[src/rtl/uart_pkg.sv]
// Shared UART definitions: state encoding and default oversampling ratio,
// used by both the receiver and the transmitter.
package uart_pkg;

  localparam int OVERSAMPLE_DEFAULT = 16;

  typedef enum logic [1:0] {
    IDLE  = 2'd0,
    START = 2'd1,
    DATA  = 2'd2,
    STOP  = 2'd3
  } uart_state_t;

endpackage

[src/rtl/uart_sync.sv]
// Two-flop synchronizer for the asynchronous serial line. It resets to 1,
// which is the idle line level, so a reset never looks like a start edge.
module uart_sync (
  input  logic clk,
  input  logic rst,
  input  logic d,
  output logic q
);

  logic meta;

  // Shift the raw line through two flops to settle metastability
  always_ff @(posedge clk) begin
    if (rst) begin
      meta <= 1'b1;
      q    <= 1'b1;
    end else begin
      meta <= d;
      q    <= meta;
    end
  end

endmodule

[src/rtl/uart_rx.sv]
// UART receiver: oversampled 8N1 frame recovery with mid-bit sampling,
// glitch rejection on the start bit, stop-bit framing check and a
// single-byte output buffer with sticky overrun.
module uart_rx
  import uart_pkg::*;
#(
  parameter int OVERSAMPLE = OVERSAMPLE_DEFAULT
) (
  input  logic       clk,
  input  logic       rst,
  input  logic       rx_en,
  input  logic       rx,
  input  logic       rd,
  output logic [7:0] data_out,
  output logic       data_valid,
  output logic       frame_err,
  output logic       overrun,
  output logic       busy
);

  localparam int TW = $clog2(OVERSAMPLE);
  localparam logic [TW-1:0] HALF_LAST = TW'(OVERSAMPLE / 2 - 1);
  localparam logic [TW-1:0] FULL_LAST = TW'(OVERSAMPLE - 1);

  uart_state_t   state, state_next;
  logic [TW-1:0] tick_cnt, tick_next;
  logic [2:0]    bit_idx, bit_next;
  logic [7:0]    shift_reg, shift_next;
  logic          rx_s;
  logic          rx_prev;
  logic          load_byte;
  logic          stop_bad;

  uart_sync u_sync (
    .clk (clk),
    .rst (rst),
    .d   (rx),
    .q   (rx_s)
  );

  // Register FSM state, counters, shift register and the previous line sample
  always_ff @(posedge clk) begin
    if (rst) begin
      state     <= IDLE;
      tick_cnt  <= '0;
      bit_idx   <= '0;
      shift_reg <= '0;
      rx_prev   <= 1'b1;
    end else begin
      state     <= state_next;
      tick_cnt  <= tick_next;
      bit_idx   <= bit_next;
      shift_reg <= shift_next;
      if (rx_en) begin
        rx_prev <= rx_s;
      end
    end
  end

  // Next-state and datapath decisions, evaluated only on oversample ticks
  always_comb begin
    state_next = state;
    tick_next  = tick_cnt;
    bit_next   = bit_idx;
    shift_next = shift_reg;
    load_byte  = 1'b0;
    stop_bad   = 1'b0;
    if (rx_en) begin
      case (state)
        IDLE: begin
          if (rx_prev && !rx_s) begin
            state_next = START;
            tick_next  = '0;
          end
        end
        START: begin
          if (tick_cnt == HALF_LAST) begin
            tick_next = '0;
            if (!rx_s) begin
              state_next = DATA;
              bit_next   = '0;
            end else begin
              state_next = IDLE;
            end
          end else begin
            tick_next = tick_cnt + 1'b1;
          end
        end
        DATA: begin
          if (tick_cnt == FULL_LAST) begin
            shift_next[bit_idx] = rx_s;
            tick_next           = '0;
            if (bit_idx == 3'd7) begin
              state_next = STOP;
              bit_next   = '0;
            end else begin
              bit_next = bit_idx + 3'd1;
            end
          end else begin
            tick_next = tick_cnt + 1'b1;
          end
        end
        STOP: begin
          if (tick_cnt == FULL_LAST) begin
            tick_next  = '0;
            state_next = IDLE;
            if (rx_s) begin
              load_byte = 1'b1;
            end else begin
              stop_bad = 1'b1;
            end
          end else begin
            tick_next = tick_cnt + 1'b1;
          end
        end
        default: begin
          state_next = IDLE;
          tick_next  = '0;
        end
      endcase
    end
  end

  // Output buffer: byte load, consumer handshake, framing pulse, sticky overrun
  always_ff @(posedge clk) begin
    if (rst) begin
      data_out   <= '0;
      data_valid <= 1'b0;
      frame_err  <= 1'b0;
      overrun    <= 1'b0;
    end else begin
      frame_err <= stop_bad;
      if (load_byte) begin
        data_out   <= shift_reg;
        data_valid <= 1'b1;
        if (data_valid && !rd) begin
          overrun <= 1'b1;
        end
      end else if (rd && data_valid) begin
        data_valid <= 1'b0;
      end
    end
  end

  assign busy = (state != IDLE);

endmodule
[config.mk]
export PLATFORM = sky130hd
export DESIGN_NAME = uart_rx
export DESIGN_NICKNAME = d
export VERILOG_FILES = /design/src/rtl/uart_pkg.sv /design/src/rtl/uart_sync.sv /design/src/rtl/uart_rx.sv
export SDC_FILE = /design/constraint.sdc
export NUM_CORES = 1
export LEC_CHECK = 0
export ABC_AREA = 1
export CAP_MARGIN = 20
export CELL_PAD_IN_SITES_DETAIL_PLACEMENT = 1
export CELL_PAD_IN_SITES_GLOBAL_PLACEMENT = 1
export CORE_UTILIZATION = 39
export CTS_CLUSTER_DIAMETER = 80
export DETAILED_ROUTE_END_ITERATION = 7
export PLACE_DENSITY_LB_ADDON = 0.1
export SLEW_MARGIN = 10
export SYNTH_ARGS = -nofsm -noshare
export SYNTH_HDL_FRONTEND = slang
export SYNTH_HIERARCHICAL = 1
export SYNTH_SLANG_ARGS = --single-unit
[constraint.sdc]
create_clock -name clk -period 1.64 [get_ports clk]
set_input_delay 0.164 -clock clk [delete_from_list [all_inputs] [get_ports clk]]
set_output_delay 0.164 -clock clk [all_outputs]
set_load 0.01 [all_outputs]
== After elaboration in Yosys (flattened, before gate mapping) ==
Cells that the tools add are included.
Storage, ports and cells
  register bits after elaboration: 31
  input bits: 5
  output and inout bits: 12
  logic and storage cells: 73
Operators by class
  $add $sub $neg: 2
  order comparisons: 2
  eq/ne operators: 12
  mux-type cells: 26
  bitwise gates (word level): 3
  reductions and logical operators: 17
Operators with widths (number)
  $mux 2: 6
  $mux 3: 4
  $mux 4: 3
  $ne 2x2->1 const B: 6
  $pmux 4 s3: 1
  $bwmux 8: 1
  $mux 1: 8
  $pmux 2 s4: 1
  $pmux 3 s2: 1
  $reduce_and 6->1: 1
  $reduce_bool 2->1: 3
  $reduce_and 5->1: 1
  $add 4x1->4 const B: 1
  $eq 2x2->1 const B: 2
  $eq 4x3->1 const B: 1
  $eq 4x4->1 const B: 1
  $logic_and 1x1->1: 4
  $lt 3x4->1 const B: 1
  $reduce_and 2->1: 2
  $reduce_or 4->1: 1
  $add 3x1->3 const B: 1
  $demux 1 s3: 1
  $eq 3x3->1 const B: 1
  $ge 3x1->1 const B: 1
  6 further kinds: 9

== Logic depth before layout (Yosys ltp) ==
Gate-level depths: netlist of run 1.
  word-level depth: 5
  gate-level depth with buffers: 9
  mapped depth without buffers: 9

== Cells and area by module ==
Netlist of run 1, hierarchy kept.
By module, submodules not included
  uart_rx: times used 1, cells each 186, area an instance 1351.3 sq um, seq. area each 580.6 sq um
  uart_sync: times used 1, cells each 7, area an instance 58.8 sq um, seq. area each 40.0 sq um

== Worst setup path after synthesis of run 1 ==
No wires, ideal clock.
  kind: register to register
  start point: register bit_idx[0]
  end point: register with a tool-made name
  library setup time: 0.132 ns
  arrival: 1.248 ns
  data required time: 1.508 ns
  setup slack: 0.260 ns
  stages on the path, launching flop included: 10
  buffers on the path: 0
  period minus slack after synthesis: 1.380 ns
  cell sequence: dfxtp_1 ha_1 ha_1 inv_1 nand3_1 nand3_1 nor2_1 nand2_1 nand2_1 a21oi_1
RTL lines
  start: declaration: line uart_rx.sv:27  | logic [2:0] bit_idx, bit_next;
  start signal: assignment: line uart_rx.sv:52  | bit_idx <= bit_next;

==> results.json, run 1 <==
{
  "path_clk_slew_ps": 100,
  "startpoint_type": "flip-flop",
  "drive_above_1_share_pct": 13.4,
  "fin_setup_tns_ps": 0,
  "gp_congestion": 0.816,
  "ys_seq_area_share_pct": 44.0,
  "combPwrFrac_pct": 5.4,
  "vdd_drop_max_mv": 0.481,
  "die_x_um": 62.1,
  "cts_buffers": 5,
  "grt_pass1_vias": 1377,
  "drv_cap": 0,
  "cts_tree": "built",
  "clockPowerShare_pct": 42.7,
  "synth_ff_type": "dfxtp_1",
  "end_kind": "flip-flop",
  "die_y_um": 62.1,
  "slew_viol_final": 0,
  "diodes": 0,
  "grt_usage_pct": 21.3,
  "total_power_w": 0.00148,
  "whs_path_depth": 3,
  "outcome": "finished clean",
  "clock_tree.root_cell": "clkbuf_4",
  "nets": 224,
  "htreeDepth": 2,
  "core-area_sq_um": 3390,
  "slew_headroom_pct": 71.0,
  "ff2ff_path_depth": 9,
  "port_buffers": 16,
  "cp_max_fo": 6,
  "pre_cts_slack_ps": 78.1,
  "yosysTopAreaCell": "dfxtp_1",
  "vias": 1312,
  "startpoint": "bit_idx[1]",
  "grt_max_degree": 18,
  "syn_area_per_cell_sq_um": 7.31,
  "synth_common_cells": "52 x nand2_1, 31 x dfxtp_1, 24 x nor2_1",
  "drt-initial-drc-count": 44,
  "yosys-top-cells-area": "dfxtp_1 44%, nand2_1 14%, a21oi_1 6.4%",
  "setup_slack_ps": 167,
  "nFillCells": 437,
  "yosysUniqueCellTypes": 26,
  "antenna_left": 0,
  "hold_buffers": 0,
  "skew_ps": 7.82,
  "power.density_nw_per_um2": 844,
  "die_area_sq_um": 3860,
  "cp.required_ps": 1870,
  "synth_edf_count": 0,
  "switching_power_w": 0.000329,
  "syn_inst": 193,
  "syn_area_sq_um": 1410,
  "rsz0062_at_grt": "no",
  "internal_power_w": 0.00115,
  "antenna_found_initial": 0,
  "arrival_ps": 1700,
  "timing.final.crit_share_pct": 89.8,
  "finalCriticalPeriod_ps": 1470,
  "first_pass_iters": 4,
  "numClockSinks": 31,
  "rows": 21,
  "grt_pass1_wl_um": 6460,
  "vias_per_cell": 4.99,
  "drc": 0,
  "drt_wl_total_um": 3590,
  "globalRoute.totalOverflow": 0,
  "post-route-util_pct": 51.6,
  "drt-wirelength-per-cell_um": 13.6,
  "yosysWarnings": 6,
  "yosysMostFrequentCell": "nand2_1",
  "leakagePower_nw": 0.751,
  "insertion_delay_ps": 340,
  "hold_class": "input port to flip-flop",
  "synth_nets": 201,
  "cts_max_path_buffers": 2,
  "switching_share_pct": 22.3,
  "num_io_pins": 17,
  "place_hpwl_um": 2730,
  "power.share.sequential_pct": 51.9,
  "setup_viol": 0,
  "area_delta_synth_final_pct": 24.0,
  "netlist.area_leader.share_pct": 44.0,
  "r2r-start": "bit_idx[1]",
  "start_util_pct": 41.6,
  "max_freq_mhz": 679,
  "ys_seq_elements": 31,
  "critPathKind": "flip-flop to flip-flop",
  "min_from": "rx",
  "timing_hold_violations_final": 0,
  "tightest_slew_ps": 434,
  "synthArstFlopShare_pct": 0
}
-- logic make-up (layout without fill, tap and decap cells) --
family / Yosys count / in the layout / share of synthesized area (%)
flip-flops: 31 / 31 / 44.0
XOR/XNOR: 1 / 1 / 0.621
AO/OA/AOI/OAI: 30 / 30 / 11.3
adder cells (fa/ha/maj): 3 / 3 / 2.66
buffers and inverters: 26 / 50 / 7.72
AND/OR/NAND/NOR: 102 / 102 / 33.7
-- per-layer routing --
layer  track usage (%)  vias to the layer above  routed length [um]
met5                 0                        -                   0
li1                  -                      660                   -
met2              38.6                       18                1850
met3              5.51                        8                 105
met4              8.72                        0                  75
met1              23.5                      626                1550
-- worst max-delay path, cell delays in order, from the launching register on --
cell and delay [ps]:
dfxtp_1 440, ha_1 190, ha_1 140, inv_1 40
nand3_1 110, nand3_1 100, nor2_2 130, nand2_1 100
nand2_1 70, a21oi_1 50
-- what timing repair did --
action | CTS | global route
gates resized for setup | 4 | 5
setup buffers | 0 | 0
pin swaps | 0 | 0
setup endpoints to repair | 1 | 9
cloned | 0 | 0
-- placed cells by master (no fill, tap or decap), types with 2 or more instances in the layout --
master / count
nand2_1: 52
dfxtp_1: 28
nor2_1: 23
a21oi_1: 18
inv_1: 17
clkdlybuf4s50_1: 15
nand3_1: 10
buf_4: 6
o21ai_0: 5
clkbuf_4: 5
nand4_1: 4
nor3_1: 4
o21ai_1: 4
nand2_4: 3
inv_2: 2
nor2_2: 2
ha_1: 2
dfxtp_4: 2
-- through the flow --
| step | hold WS [ps] | instances | instance area, sq um |
|---|---|---|---|
| after global placement | 382 | 255 | 1640 |
| after floorplan | 256 | 193 | 1410 |
| after detailed placement | 395 | 255 | 1640 |
| after CTS | 338 | 263 | 1730 |
| final | 346 | 263 | 1750 |
| after global routing | 356 | 263 | 1750 |
-- path summary, 6_finish.rpt --
| check | endpoint | slack [ps] |
|---|---|---|
| worst max-delay path | flip-flop | 170 |
| worst min-delay path | u_sync/meta | 350 |
| worst max register to register | flip-flop | 170 |
| worst min register to register | u_sync/q | 420 |
-- power by group through the flow --
stage	logic, W	clock network, W	registers, W
after global placement	0.0000745	0	0.000785
after floorplan	0.0000497	0	0.000783
after CTS	0.0000791	0.000646	0.000766
after global routing	0.0000902	0.000683	0.000768
after detailed placement	0.0000783	0	0.000786
final	0.0000794	0.000631	0.000766
-- area by class of cell --
| cell class | instances | area, sq um | share of cell area, % |
|---|---|---|---|
| Multi-Input combinational cell | 136 | 693 | 39.6 |
| Sequential cell | 31 | 629 | 36.0 |
| Clock inverter | 2 | 35.0 | 2.00 |
| Timing Repair Buffer | 22 | 208 | 11.9 |
| Tap cell | 46 | 57.6 | 3.29 |
| Inverter | 20 | 75.1 | 4.29 |
| Clock buffer | 6 | 51.3 | 2.93 |
Power figures use the tool's default switching activity.
==> inputs of run 2 (changes only) <==
--- a/config.mk
+++ b/config.mk
@@ -9,7 +9,7 @@
 export CAP_MARGIN = 20
 export CELL_PAD_IN_SITES_DETAIL_PLACEMENT = 1
 export CELL_PAD_IN_SITES_GLOBAL_PLACEMENT = 1
-export CORE_UTILIZATION = 39
+export CORE_UTILIZATION = 25
 export CTS_CLUSTER_DIAMETER = 80
 export DETAILED_ROUTE_END_ITERATION = 7
 export PLACE_DENSITY_LB_ADDON = 0.1
==> run 2 against run 1 <==
- critical path depth decreased by 6
- first-iteration DRC count fell by 18%
- critical path type is now flip-flop to output port
- non-clock buffer count increased by 1
- sequential power is essentially flat
- clock skew fell by 4.2 ps
- clock-buffer cell count is the same
==> results.json, run 2 (synthesis gave the netlist of run 1 again) <==
{
  "area_delta_synth_final_pct": 25.7,
  "arrival_ps": 1410,
  "htreeDepth": 2,
  "die_x_um": 77.1,
  "nets": 225,
  "timing.final.crit_share_pct": 96.1,
  "placed_area_sq_um": 1680,
  "numClockSinks": 31,
  "post_cts_buffers": 0,
  "timing_hold_violations_final": 0,
  "gp_congestion": 0.732,
  "rows": 26,
  "cp_max_fo": 6,
  "cts_buffers": 5,
  "antenna_found_initial": 0,
  "core-area_sq_um": 5270,
  "crit_slowest_cell": "clkdlybuf4s50_1",
  "post-place-cells": 280,
  "grt_max_degree": 18,
  "final_cell_mix": "52 x nand2_1, 28 x dfxtp_1, 23 x nor2_1",
  "cts_max_path_buffers": 2,
  "rsz0062_at_grt": "no",
  "num_io_pins": 17,
  "vias": 1265,
  "drv_cap": 0,
  "slew_viol_final": 0,
  "end_kind": "output port",
  "hold_buffers": 0,
  "insertion_delay_ps": 280,
  "path_clk_slew_ps": 60,
  "slew_headroom_pct": 76.9,
  "crit_path_cell_trace": "nor2_1, inv_1, clkdlybuf4s50_1",
  "fin_setup_tns_ps": 0,
  "die_y_um": 77.1,
  "stdcell_count": 287,
  "start_util_pct": 26.8,
  "finalCriticalPeriod_ps": 1580,
  "final_common_cell": "nand2_1",
  "cts_tree": "built",
  "drt-initial-drc-count": 36,
  "slowest_delay_ps": 550,
  "max_freq_mhz": 635,
  "diodes": 0,
  "vdd_drop_max_mv": 0.237,
  "die_area_sq_um": 5940,
  "nFillCells": 661,
  "drt_wl_total_um": 3410,
  "startpoint_type": "flip-flop",
  "clock_tree.root_cell": "clkbuf_8",
  "grt_pass1_wl_um": 6000,
  "first_pass_iters": 4,
  "fin_area_sq_um": 1770,
  "cp.required_ps": 1480,
  "power.density_nw_per_um2": 820,
  "grt_usage_pct": 12.9,
  "place_hpwl_um": 2680,
  "cp_top_family": "buffers and inverters",
  "cp_num_buf_inv": 2,
  "leakagePower_nw": 0.736,
  "drive_above_1_share_pct": 13.4,
  "grt_pass1_vias": 1295,
  "tightest_slew_ps": 345,
  "drc": 0,
  "drt-wirelength-per-cell_um": 11.9,
  "antenna_left": 0,
  "post-route-util_pct": 33.6,
  "outcome": "finished clean",
  "skew_ps": 3.59,
  "critPathKind": "flip-flop to output port",
  "globalRoute.totalOverflow": 0,
  "vias_per_cell": 4.41,
  "port_buffers": 16,
  "hold_class": "flip-flop to flip-flop",
  "setup_viol": 0
}
run 2: metrics by stage:
step	hold slack [ps]	power, W	worst slack, ps
2_1_floorplan	256	0.000832	260
3_3_place_gp	414	0.000866	144
3_5_place_dp	413	0.000867	83.9
4_1_cts	420	0.00148	42.6
5_1_grt	431	0.00153	6.21
6_report	416	0.00145	64.4
run 2: layout make-up:
| cell class | count | area, sq um | share of cell area, % |
|---|---|---|---|
| multi-input combinational | 136 | 686 | 38.7 |
| sequential | 31 | 624 | 35.2 |
| timing repair buffer | 23 | 213 | 12.0 |
| tap | 70 | 87.6 | 4.94 |
| clock buffer | 6 | 82.6 | 4.66 |
| inverter | 20 | 75.1 | 4.23 |
| clock inverter | 1 | 5.00 | 0.282 |
run 2: worst paths after layout:
| kind | depth (start not counted) | end | slack (ps) | startpoint |
|---|---|---|---|---|
| max | 3 | busy | 60 | state[0] |
| min | 2 | u_sync/q | 420 | u_sync/meta |
| max reg2reg | 8 | bit_idx[2] | 170 | tick_cnt[0] |
| min reg2reg | 2 | u_sync/q | 420 | u_sync/meta |
run 2: what timing repair did:
item / in CTS / in global routing
resized for setup: 2 / 3
pin swaps: 0 / 0
setup endpoints to repair: 1 / 8
run 2: worst register-to-register path: cells and delay by family (launching register included):
kind | cells | cell delay [ps]
and+or+nand+nor | 6 | 480
DFF | 1 | 380
AOI/OAI and AO/OA | 1 | 260
adders and majority gates | 1 | 250
run 2: per-layer routing:
metal,GRT usage (%),share of wire (%),vias up
met5,0,0,-
met4,4.53,1.3,0
met3,3.93,2.9,6
met2,20.9,46,14
met1,16.1,50,578
li1,-,-,667
run 2: power by group:
group	total, W	internal [W]	switching [W]
Clock	0.000604	0.000329	0.000275
Sequential	0.000768	0.000761	0.00000761
Combinational	0.0000810	0.0000313	0.0000497
Total	0.00145	0.00112	0.000332
==> inputs of run 3 (changes only) <==
--- a/config.mk
+++ b/config.mk
@@ -11,8 +11,9 @@
 export CELL_PAD_IN_SITES_GLOBAL_PLACEMENT = 1
 export CORE_UTILIZATION = 25
 export CTS_CLUSTER_DIAMETER = 80
+export CTS_CLUSTER_SIZE = 14
 export DETAILED_ROUTE_END_ITERATION = 7
-export PLACE_DENSITY_LB_ADDON = 0.1
+export PLACE_DENSITY_LB_ADDON = 0.08
 export SLEW_MARGIN = 10
 export SYNTH_ARGS = -nofsm -noshare
 export SYNTH_HDL_FRONTEND = slang
==> run 3 against run 2 <==
- sequential power hardly changed
- clock power is 31% higher
- routed wire length is 7.0% higher
- flip-flop and latch count stayed put
==> results.json, run 3 (synthesis gave the netlist of run 1 again) <==
{
  "outcome": "finished clean",
  "rsz0062_at_grt": "no",
  "num_io_pins": 17,
  "whs_ps": 410,
  "place_hpwl_um": 2760,
  "diodes": 0,
  "vdd_drop_max_mv": 0.404,
  "clock_tree.root_cell": "clkbuf_8",
  "drt-wirelength-per-cell_um": 12.6,
  "min_from": "u_sync/meta",
  "finalCriticalPeriod_ps": 1560,
  "slew_headroom_pct": 81.5,
  "critPathKind": "flip-flop to output port",
  "max_freq_mhz": 641,
  "fin_area_sq_um": 1810,
  "final_common_cell": "nand2_1",
  "drt_wl_total_um": 3650,
  "drv_cap": 0,
  "post-route-util_pct": 34.4,
  "seq_area_sq_um": 628,
  "multiInputGateArea_sq_um": 686,
  "hold_class": "flip-flop to flip-flop",
  "power.density_nw_per_um2": 905,
  "grt_pass1_wl_um": 6290,
  "worstReg2RegEnd": "bit_idx[0]",
  "first_pass_iters": 4,
  "vias_per_cell": 4.41,
  "nets": 226,
  "cts_tree": "built",
  "reg2reg_setup_slack_ps": 150,
  "start_util_pct": 26.8,
  "area_delta_synth_final_pct": 28.7,
  "tightest_slew_ps": 277,
  "startpoint_type": "flip-flop",
  "timing.final.crit_share_pct": 95.1,
  "grt_usage_pct": 13.6,
  "slew_viol_final": 0,
  "drive_above_1_share_pct": 13.7,
  "die_y_um": 77.1,
  "rows": 26,
  "hold_buffers": 0,
  "ff2ff_path_depth": 8,
  "fin_setup_tns_ps": 0,
  "timing_hold_violations_final": 0,
  "core-area_sq_um": 5270,
  "antenna_found_initial": 0,
  "final_cell_mix": "52 x nand2_1, 29 x dfxtp_1, 23 x nor2_1",
  "r2r-start": "tick_cnt[0]",
  "grt_pass1_vias": 1311,
  "die_x_um": 77.1,
  "antenna_left": 0,
  "total_power_w": 0.00164,
  "setup_viol": 0,
  "insertion_delay_ps": 280,
  "grt_max_degree": 18,
  "drc": 0,
  "vias": 1275,
  "cts_max_path_buffers": 2,
  "globalRoute.totalOverflow": 0,
  "port_buffers": 16,
  "cts_buffers": 5,
  "die_area_sq_um": 5940,
  "drt-initial-drc-count": 16,
  "cp.required_ps": 1480,
  "cp_max_fo": 7,
  "path_clk_slew_ps": 70,
  "end_kind": "output port",
  "gp_congestion": 0.770,
  "numClockSinks": 31,
  "hold_path_end": "u_sync/q",
  "placed_area_sq_um": 1680,
  "leakagePower_nw": 0.755,
  "htreeDepth": 2,
  "skew_ps": 4.43,
  "nFillCells": 673,
  "arrival_ps": 1400,
  "whs_path_depth": 2
}
run 3: changes by cell type in the layout (fill, tap and decap cells not counted), sizes merged:
cell    change
buf         +1
bufinv      +1
run 3: timing repair:
item / CTS / global route
buffers inserted: 0 / 0
resized for setup: 2 / 4
endpoints found under the setup margin: 1 / 8
pin swaps: 0 / 0
run 3: metrics by stage:
stage               setup slack (ps)  std cells
detailed placement              99.9        281
CTS                             30.8        289
global placement                 150        281
finish                          80.4        289
floorplan                        260        193
global route                    13.7        289
run 3: worst max-delay path, stage by stage, from the launching register on:
cell and delay (ps):
dfxtp_4 390, nor2_1 70, inv_1 110, clkdlybuf4s50_1 550
run 3: per-layer routing:
layer / wire length [um] / track usage [%] / share of wire (%) / up-vias
met5: 0 / 0 / 0 / -
met2: 1610 / 21.0 / 44 / 17
met1: 1900 / 17.7 / 52 / 587
li1: - / - / - / 667
met3: 100 / 3.57 / 2.7 / 4
met4: 42 / 6.23 / 1.2 / 0
run 3: where the power goes:
| part | switching (W) | total (W) | leakage, nW | internal, W |
|---|---|---|---|---|
| combinational | 0.0000520 | 0.0000849 | 0.442 | 0.0000329 |
| clock | 0.000299 | 0.000790 | 0.0612 | 0.000491 |
| sequential | 0.00000776 | 0.000766 | 0.252 | 0.000758 |
run 3: cell type report:
class                      instances  area share [%]
clock buffer                       6            4.55
timing repair buffer              24            12.1
sequential                        31            34.6
clock inverter                     2            1.93
inverter                          20            4.14
tap                               70            4.83
multi-input combinational        136            37.8
run 3: worst max path at each step:
stage	from	endpoint	slack, ps	cells after the start
global placement	rx_en	bit_idx[2]	150	7
floorplan	bit_idx[0]	flip-flop	260	9
detailed placement	rx_en	bit_idx[0]	100	7
finish	flip-flop	busy	80	3
CTS	flip-flop	busy	30	3
global route	tick_cnt[0]	data_out[3]	10	7
